===== src/rtl/fifo_sum.sv =====
`default_nettype none
// ============================================================================
// Module   : fifo_sum
// Purpose  : UART column-sum engine. Bytes received over 8N1 UART fill a
//            matrix of COL_NUM columns row by row. From the third row on,
//            every byte is added to the bytes of the same column in the two
//            previous rows. Each sum is sent back over UART.
// Ports    : sys_clk   - system clock, rising edge
//            sys_rst_n - synchronous active-low reset
//            rx        - UART serial input (idle high, asynchronous)
//            tx        - UART serial output (idle high)
// Options  : FIFO_SUM_SAT_EN - when defined, sums above 255 are sent as 0xFF;
//            otherwise the low 8 bits of the sum are sent.
// Revision : 1.0 - initial release
// ============================================================================

// Synchronous FIFO with a registered read port. DEPTH must be a power of two
// so the pointers wrap naturally.
module fifo_sum_fifo #(
    parameter int WIDTH = 8,
    parameter int DEPTH = 16
) (
    input  logic             clk_i,
    input  logic             rst_ni,
    input  logic             wr_i,
    input  logic [WIDTH-1:0] din_i,
    input  logic             rd_i,
    output logic [WIDTH-1:0] dout_o,
    output logic             empty_o,
    output logic             full_o
);
    localparam int AW = $clog2(DEPTH);

    logic [WIDTH-1:0] mem_q [DEPTH];
    logic [AW-1:0]    wptr_q;
    logic [AW-1:0]    rptr_q;
    logic [AW:0]      count_q;
    logic [WIDTH-1:0] dout_q;
    logic             w_wr_ok;
    logic             w_rd_ok;

    assign full_o  = (count_q == (AW+1)'(DEPTH));
    assign empty_o = (count_q == '0);
    assign w_wr_ok = wr_i & ~full_o;
    assign w_rd_ok = rd_i & ~empty_o;
    assign dout_o  = dout_q;

    always_ff @(posedge clk_i) begin
        if (!rst_ni) begin
            wptr_q  <= '0;
            rptr_q  <= '0;
            count_q <= '0;
            dout_q  <= '0;
        end else begin
            if (w_wr_ok) begin
                wptr_q <= wptr_q + 1'b1;
            end
            if (w_rd_ok) begin
                rptr_q <= rptr_q + 1'b1;
                dout_q <= mem_q[rptr_q];
            end
            case ({w_wr_ok, w_rd_ok})
                2'b10:   count_q <= count_q + 1'b1;
                2'b01:   count_q <= count_q - 1'b1;
                default: count_q <= count_q;
            endcase
        end
    end

    always_ff @(posedge clk_i) begin
        if (w_wr_ok) begin
            mem_q[wptr_q] <= din_i;
        end
    end
endmodule

module fifo_sum #(
    parameter int CLK_FREQ = 50_000_000,
    parameter int UART_BPS = 9600,
    parameter int COL_NUM  = 5
) (
    input  logic sys_clk,
    input  logic sys_rst_n,
    input  logic rx,
    output logic tx
);
    localparam int BAUD_CNT = CLK_FREQ / UART_BPS;
    localparam int CW       = $clog2(BAUD_CNT) + 1;
    localparam int COLW     = $clog2(COL_NUM);

    localparam logic [CW-1:0]   C_BAUD_LAST = CW'(BAUD_CNT - 1);
    localparam logic [CW-1:0]   C_HALF_LAST = CW'(BAUD_CNT / 2 - 1);
    localparam logic [CW-1:0]   C_FLAG_AT   = CW'(BAUD_CNT / 2);
    localparam logic [COLW-1:0] C_COL_LAST  = COLW'(COL_NUM - 1);

    typedef enum logic [1:0] {
        R_IDLE  = 2'd0,
        R_START = 2'd1,
        R_DATA  = 2'd2,
        R_STOP  = 2'd3
    } rx_state_e;

    typedef enum logic [1:0] {
        T_IDLE = 2'd0,
        T_LOAD = 2'd1,
        T_SEND = 2'd2
    } tx_state_e;

    // ---------------- receiver ----------------
    logic            rx_s1_q, rx_s2_q, rx_s3_q;
    rx_state_e       rx_state_q, rx_state_d;
    logic [CW-1:0]   rcnt_q, rcnt_d;
    logic [2:0]      rbit_q, rbit_d;
    logic [7:0]      rx_data_q, rx_data_d;
    logic            rx_flag_q, rx_flag_d;
    logic            w_fall;

    assign w_fall = rx_s3_q & ~rx_s2_q;

    always_comb begin
        rx_state_d = rx_state_q;
        rcnt_d     = rcnt_q;
        rbit_d     = rbit_q;
        rx_data_d  = rx_data_q;
        rx_flag_d  = 1'b0;
        case (rx_state_q)
            R_IDLE: begin
                if (w_fall) begin
                    rx_state_d = R_START;
                    rcnt_d     = '0;
                end
            end
            R_START: begin
                // Walk to the middle of the start bit; all later samples
                // then land mid-bit after a full bit period each.
                if (rcnt_q == C_HALF_LAST) begin
                    rx_state_d = R_DATA;
                    rcnt_d     = '0;
                    rbit_d     = '0;
                end else begin
                    rcnt_d = rcnt_q + 1'b1;
                end
            end
            R_DATA: begin
                if (rcnt_q == C_BAUD_LAST) begin
                    rcnt_d    = '0;
                    rx_data_d = {rx_s2_q, rx_data_q[7:1]};
                    if (rbit_q == 3'd7) begin
                        rx_state_d = R_STOP;
                    end else begin
                        rbit_d = rbit_q + 3'd1;
                    end
                end else begin
                    rcnt_d = rcnt_q + 1'b1;
                end
            end
            default: begin
                // Stop-bit level is not checked: the byte is always accepted.
                rcnt_d = rcnt_q + 1'b1;
                if (rcnt_q == C_FLAG_AT) begin
                    rx_flag_d = 1'b1;
                end
                if (rcnt_q == C_BAUD_LAST) begin
                    rx_state_d = R_IDLE;
                end
            end
        endcase
    end

    always_ff @(posedge sys_clk) begin
        if (!sys_rst_n) begin
            rx_s1_q    <= 1'b1;
            rx_s2_q    <= 1'b1;
            rx_s3_q    <= 1'b1;
            rx_state_q <= R_IDLE;
            rcnt_q     <= '0;
            rbit_q     <= '0;
            rx_data_q  <= '0;
            rx_flag_q  <= 1'b0;
        end else begin
            rx_s1_q    <= rx;
            rx_s2_q    <= rx_s1_q;
            rx_s3_q    <= rx_s2_q;
            rx_state_q <= rx_state_d;
            rcnt_q     <= rcnt_d;
            rbit_q     <= rbit_d;
            rx_data_q  <= rx_data_d;
            rx_flag_q  <= rx_flag_d;
        end
    end

    // ---------------- row tracking and row-delay FIFOs ----------------
    logic [COLW-1:0] col_cnt_q;
    logic [1:0]      row_cnt_q;
    logic            pend_q;
    logic [7:0]      hold_q;
    logic [7:0]      sum_q;
    logic            sum_vld_q;
    logic [7:0]      w_sum_byte;
    logic            w_row0, w_row1, w_rown;
    logic            f1_wr, f1_rd, f1_empty, f1_full;
    logic            f2_wr, f2_rd, f2_empty, f2_full;
    logic [7:0]      f1_din, f1_dout, f2_din, f2_dout;
    logic            o_wr, o_rd, o_empty, o_full;
    logic [7:0]      o_dout;

    assign w_row0 = rx_flag_q && (row_cnt_q == 2'd0);
    assign w_row1 = rx_flag_q && (row_cnt_q == 2'd1);
    assign w_rown = rx_flag_q && (row_cnt_q == 2'd2);

    // In steady state FIFO1 holds row r-2 and FIFO2 holds row r-1. One cycle
    // after the pops, the older row's slot is refilled with row r-1 and the
    // newer one with row r, shifting the window down by a row.
    assign f1_wr  = (w_row0 | pend_q) & ~f1_full;
    assign f1_din = pend_q ? f2_dout : rx_data_q;
    assign f2_wr  = (w_row1 | pend_q) & ~f2_full;
    assign f2_din = pend_q ? hold_q : rx_data_q;
    assign f1_rd  = w_rown & ~f1_empty;
    assign f2_rd  = w_rown & ~f2_empty;

`ifdef FIFO_SUM_SAT_EN
    logic [9:0] w_sum;
    assign w_sum      = {2'b00, f1_dout} + {2'b00, f2_dout} + {2'b00, hold_q};
    assign w_sum_byte = (w_sum > 10'd255) ? 8'hFF : w_sum[7:0];
`else
    // Wrap-around keeps only the low byte, so the carry bits are never formed.
    assign w_sum_byte = f1_dout + f2_dout + hold_q;
`endif

    always_ff @(posedge sys_clk) begin
        if (!sys_rst_n) begin
            col_cnt_q <= '0;
            row_cnt_q <= '0;
            pend_q    <= 1'b0;
            hold_q    <= '0;
            sum_q     <= '0;
            sum_vld_q <= 1'b0;
        end else begin
            if (rx_flag_q) begin
                if (col_cnt_q == C_COL_LAST) begin
                    col_cnt_q <= '0;
                    if (row_cnt_q != 2'd2) begin
                        row_cnt_q <= row_cnt_q + 2'd1;
                    end
                end else begin
                    col_cnt_q <= col_cnt_q + 1'b1;
                end
            end
            pend_q <= w_rown;
            if (w_rown) begin
                hold_q <= rx_data_q;
            end
            sum_vld_q <= pend_q;
            if (pend_q) begin
                sum_q <= w_sum_byte;
            end
        end
    end

    fifo_sum_fifo #(.WIDTH(8), .DEPTH(64)) u_fifo1 (
        .clk_i(sys_clk), .rst_ni(sys_rst_n), .wr_i(f1_wr), .din_i(f1_din),
        .rd_i(f1_rd), .dout_o(f1_dout), .empty_o(f1_empty), .full_o(f1_full)
    );

    fifo_sum_fifo #(.WIDTH(8), .DEPTH(64)) u_fifo2 (
        .clk_i(sys_clk), .rst_ni(sys_rst_n), .wr_i(f2_wr), .din_i(f2_din),
        .rd_i(f2_rd), .dout_o(f2_dout), .empty_o(f2_empty), .full_o(f2_full)
    );

    assign o_wr = sum_vld_q & ~o_full;

    fifo_sum_fifo #(.WIDTH(8), .DEPTH(16)) u_ofifo (
        .clk_i(sys_clk), .rst_ni(sys_rst_n), .wr_i(o_wr), .din_i(sum_q),
        .rd_i(o_rd), .dout_o(o_dout), .empty_o(o_empty), .full_o(o_full)
    );

    // ---------------- transmitter ----------------
    tx_state_e     tx_state_q, tx_state_d;
    logic [CW-1:0] tcnt_q, tcnt_d;
    logic [3:0]    tbit_q, tbit_d;
    logic [9:0]    shift_q, shift_d;
    logic          tx_q, tx_d;

    always_comb begin
        tx_state_d = tx_state_q;
        tcnt_d     = tcnt_q;
        tbit_d     = tbit_q;
        shift_d    = shift_q;
        tx_d       = tx_q;
        o_rd       = 1'b0;
        case (tx_state_q)
            T_IDLE: begin
                tx_d = 1'b1;
                if (!o_empty) begin
                    o_rd       = 1'b1;
                    tx_state_d = T_LOAD;
                end
            end
            T_LOAD: begin
                // FIFO read data is valid now; frame = {stop, data, start}.
                shift_d    = {1'b1, o_dout, 1'b0};
                tx_d       = 1'b0;
                tcnt_d     = '0;
                tbit_d     = '0;
                tx_state_d = T_SEND;
            end
            default: begin
                if (tcnt_q == C_BAUD_LAST) begin
                    tcnt_d = '0;
                    if (tbit_q == 4'd9) begin
                        tx_d       = 1'b1;
                        tx_state_d = T_IDLE;
                    end else begin
                        tbit_d  = tbit_q + 4'd1;
                        shift_d = {1'b1, shift_q[9:1]};
                        tx_d    = shift_q[1];
                    end
                end else begin
                    tcnt_d = tcnt_q + 1'b1;
                end
            end
        endcase
    end

    always_ff @(posedge sys_clk) begin
        if (!sys_rst_n) begin
            tx_state_q <= T_IDLE;
            tcnt_q     <= '0;
            tbit_q     <= '0;
            shift_q    <= '1;
            tx_q       <= 1'b1;
        end else begin
            tx_state_q <= tx_state_d;
            tcnt_q     <= tcnt_d;
            tbit_q     <= tbit_d;
            shift_q    <= shift_d;
            tx_q       <= tx_d;
        end
    end

    assign tx = tx_q;
endmodule
`default_nettype wire


===== config.mk =====
export PLATFORM = sky130hd
export DESIGN_NAME = fifo_sum
export DESIGN_NICKNAME = d
export VERILOG_FILES = /design/src/rtl/fifo_sum.sv
export SDC_FILE = /design/constraint.sdc
export NUM_CORES = 2
export LEC_CHECK = 0
export BUFFER_PORTS_ARGS = -buffer_cell sky130_fd_sc_hd__buf_4
export CELL_PAD_IN_SITES_DETAIL_PLACEMENT = 1
export CELL_PAD_IN_SITES_GLOBAL_PLACEMENT = 2
export CORE_ASPECT_RATIO = 1.1
export CORE_UTILIZATION = 54
export CTS_BUF_LIST = sky130_fd_sc_hd__clkbuf_2 sky130_fd_sc_hd__clkbuf_4 sky130_fd_sc_hd__clkbuf_8
export DETAILED_ROUTE_END_ITERATION = 7
export PLACE_DENSITY_LB_ADDON = 0.1
export SYNTH_ARGS = -nofsm -noshare
export SYNTH_HDL_FRONTEND = slang
export SYNTH_HIERARCHICAL = 1
export SYNTH_SLANG_ARGS = --single-unit

===== constraint.sdc =====
create_clock -name sys_clk -period 9.55 [get_ports sys_clk]
set_input_delay 1.4325 -clock sys_clk [delete_from_list [all_inputs] [get_ports sys_clk]]
set_output_delay 1.4325 -clock sys_clk [all_outputs]
set_load 0.02 [all_outputs]

==> summary.md <==
| Metric | Value |
|---|---|
| WP data required | `10040 ps` |
| Int Power | `8.657 mW` |
| GPL Wtd Cong | `0.7958` |
| Crit path cell chain | `buf_4, a21oi_1, nor2_1, inv_1, a31oi_2, inv_1, nor2_1, nand3_1, nor2_1` |
| Inserted Clock Buffers | `203` |
| Die Width | `301.7 um` |
| RSZ-0062 raised after global routing | `false` |
| Mapped cell area | `53360 um2` |
| Placeable Area | `97590 um2` |
| Max cap viols | `0` |
| Largest family of logic cells by synthesized area | `multiplexers` |
| Vias | `28350` |
| Layout Skew | `24.27 ps` |
| Slowest stage delay, CP | `970 ps` |
| Min Hold Slack | `440.4 ps` |
| Total net switching power | `2.214 mW` |
| Pin count of the biggest net entering global routing | `100` |
| Fraction of registers with async set/reset | `0%` |
| Final WL | `125100 um` |
| Synth unique cells | `89` |
| Synth Area per Inst | `16.88 um2` |
| Startpoint Class | `flop` |
| Mux cell area share after synthesis | `13.45%` |
| First-pass GRT wire length | `189200 um` |
| Initial antenna violation count | `1` |
| VDD IR max | `0.0001658 V` |
| Worst Hold Class | `flop to flop` |
| Mapped Cells | `3160` |
| Die Height | `331.7 um` |
| Fin crit share | `39.49%` |
| # DRC | `0` |
| IO Port Bufs | `3` |
| Clk pwr share | `42.8%` |
| Layout Area Growth over Synthesis | `9.554%` |
| PwrDens | `186.0 nW/um2` |
| Most frequent CP cell | `nor2_1` |
| Drt first pass iters | `5` |
| Post-synth EDFFs | `1152` |
| Slew Limit Fails | `0` |
| Final setup viols | `0` |
| Combinational share of power | `0.7%` |
| Starting Density | `54.67%` |
| Net Sw Frac | `20.37%` |
| Post-synthesis simple-gate area fraction | `6.083%` |
| Power consumption | `10.87 mW` |
| Fraction of the mapped netlist area in adder cells | `1.515%` |
| WS Path Type | `flop to flop` |
| CTS tree | `built` |
| Register area share after synthesis | `70.76%` |
| Fmax | `265.2 MHz` |
| Clock H-tree levels | `4` |
| Drt wl/cell | `26.64 um` |
| Post-CTS Hold Buffers | `0` |
| Vias/cell | `6.035` |
| Max clock buf depth | `3` |
| Final core occ | `59.89%` |
| Status | `finished, final reports clean` |
| Leak | `18.32 nW` |
| ANT nets after route | `0` |
| Syn. warnings | `6` |
| Layout net count | `3299` |
| Min cycle time layout | `3771 ps` |
| Seq cells post-synth | `1310` |
| Worst-margin pin slew | `1006 ps` |
| Sequential share of power | `56.5%` |
| Relative slew slack | `32.69%` |
| CTS clk-pin slew, worst paths | `60 ps` |
| DP Wirelength | `76660 um` |
| Reg-to-reg slack, setup | `5780 ps` |
| Critical Path AT | `4260 ps` |
| Root buf cell | `clkbuf_8` |
| Post-synthesis xor/xnor area fraction | `0.9028%` |
| Maximum net fanout on the critical path | `22` |
| Post-CTS Setup Inserts | `0` |
| Worst Slack Setup Final | `5779 ps` |
| Layout cells sized above 1 | `19.47%` |
| I/O pins | `4` |
| GRT Total Usage | `25.45%` |
| Clock Sinks | `1310` |
| Total congestion overflow | `0` |
| Prevailing post-synth register cell | `edfxtp_1` |
| Nature of the critical path endpoint | `flop` |
| Die area | `100100 um2` |
| Vias in the first global route | `30660` |
| Net count after synthesis | `3221` |
| Worst path slowest cell | `nor2_1` |
| DRT iter0 DRCs | `1906` |
| Synth Area in Compound Gates | `5.063%` |
| Clk_lat worst skew | `880 ps` |
| Post_cts resized | `0` |
| Number of core rows | `120` |
| TNS Setup | `0 ps` |
| Dpl ws | `5734 ps` |
| Final hold violation count | `0` |
cell families (layout without fill, tap and decap cells):
| kind of cell | Yosys count | after routing |
|---|---|---|
| DFF | 1310 | 1310 |
| adders and majority gates | 58 | 58 |
| other | 0 | 1 |
| muxes | 459 | 459 |
| and+or+nand+nor | 668 | 668 |
| buffers and inverters | 217 | 472 |
| xor gates and xnor gates | 55 | 55 |
| AOI/OAI and AO/OA | 393 | 393 |
per-layer routing:
metal | vias up | wire, um | global-route usage (%) | share of wire (%)
li1 | 12600 | - | - | -
met1 | 14880 | 51430 | 32.51 | 41
met2 | 685 | 65260 | 44.23 | 52
met3 | 181 | 5286 | 4.226 | 4.2
met4 | 0 | 3167 | 8.199 | 2.5
met5 | - | 0 | 0 | 0
final cells by class:
cell class / count / area, um2
fill: 8751 / 39140
antenna: 1 / 2.502
sequential: 1310 / 37780
clock buffer: 274 / 3377
inverter: 43 / 161.4
clock inverter: 108 / 688.2
multi-input combinational: 1633 / 14480
timing repair buffer: 47 / 365.4
tap: 1281 / 1603
power groups by stage:
stage	combinational, mW	sequential [mW]	clock, mW
after global placement	0.0691	6.26	0
after detailed placement	0.0726	6.26	0
after CTS	0.0728	6.14	4.77
after global routing	0.0792	6.14	4.99
after floorplan	0.0571	6.26	0
final	0.0722	6.14	4.66
worst paths after layout:
kind / start / endpoint / cells after the start
worst max-delay path: pend_q / u_fifo2/mem_q[35][7] / 9
worst min-delay path: rx_s1_q / rx_s2_q / 1
worst max register to register: pend_q / u_fifo2/mem_q[35][7] / 9
worst min register to register: rx_s1_q / rx_s2_q / 1
cells in the mapped netlist (all sizes together), types with 43 or more instances:
cell type	instances	area [um2]
a21oi	67	342.8
and2	47	294.0
buf	103	755.7
clkbuf	71	269.0
dfxtp	158	3163
edfxtp	1152	34590
ha	47	588.1
inv	43	161.4
mux2i	219	2192
mux4	198	4512
nand2	183	689.4
nand3	80	410.4
nor2	206	775.8
o21ai	79	421.7
o22ai	58	369.1
cells in the final DEF, fill, tap and decap left out, types with 11 or more instances in the layout:
master	n
nand3_1	78
xnor2_1	38
mux2i_1	219
o22ai_1	57
edfxtp_1	1152
nor2b_1	40
inv_1	41
xor2_1	17
nor2_1	205
o21ai_1	12
mux2_2	42
clkinv_1	62
a31oi_1	14
a22oi_1	26
a21oi_1	65
clkinv_2	27
o21ai_0	62
clkbuf_4	63
nor3_1	16
o211ai_1	12
mux4_1	14
a21boi_0	12
nor3b_1	11
ha_1	47
and2_1	45
o21bai_1	11
a211oi_1	31
dfxtp_1	151
clkbuf_8	211
nand2_2	15
and3_1	13
mux4_2	184
nand3b_1	11
nand2_1	168
buf_4	46
o221ai_1	20
fa_1	11
worst max-delay path, delay by kind of cell, from the launching register on:
| kind | cells | cell delay [ps] |
|---|---|---|
| DFF | 1 | 480 |
| and+or+nand+nor | 4 | 2020 |
| buffers and inverters | 3 | 500 |
| AOI/OAI and AO/OA | 2 | 370 |
state kept, by name, summed over array words and instances (netlist names), 5 cells and up:
name and cells:
u_ofifo/dout_o 8, u_fifo1/count_q 7, u_fifo2/count_q 7, rx_data_q 8, u_ofifo/mem_q 128, u_ofifo/count_q 5
hold_q 8, u_fifo2/wptr_q 6, u_fifo2/mem_q 512, u_fifo1/rptr_q 6, rcnt_q 14, u_fifo2/rptr_q 6
u_fifo1/mem_q 512, shift_q 8, u_fifo1/wptr_q 6, tcnt_q 14, u_fifo1/dout_o 8, sum_q 8
u_fifo2/dout_o 8
through the flow:
stage,std cells,area (um2)
finish,4697,58450
global placement,4314,54390
detailed placement,4314,54390
floorplan,3160,53360
CTS,4696,58450
global route,4697,58450
(Power assumes the default switching activity.)
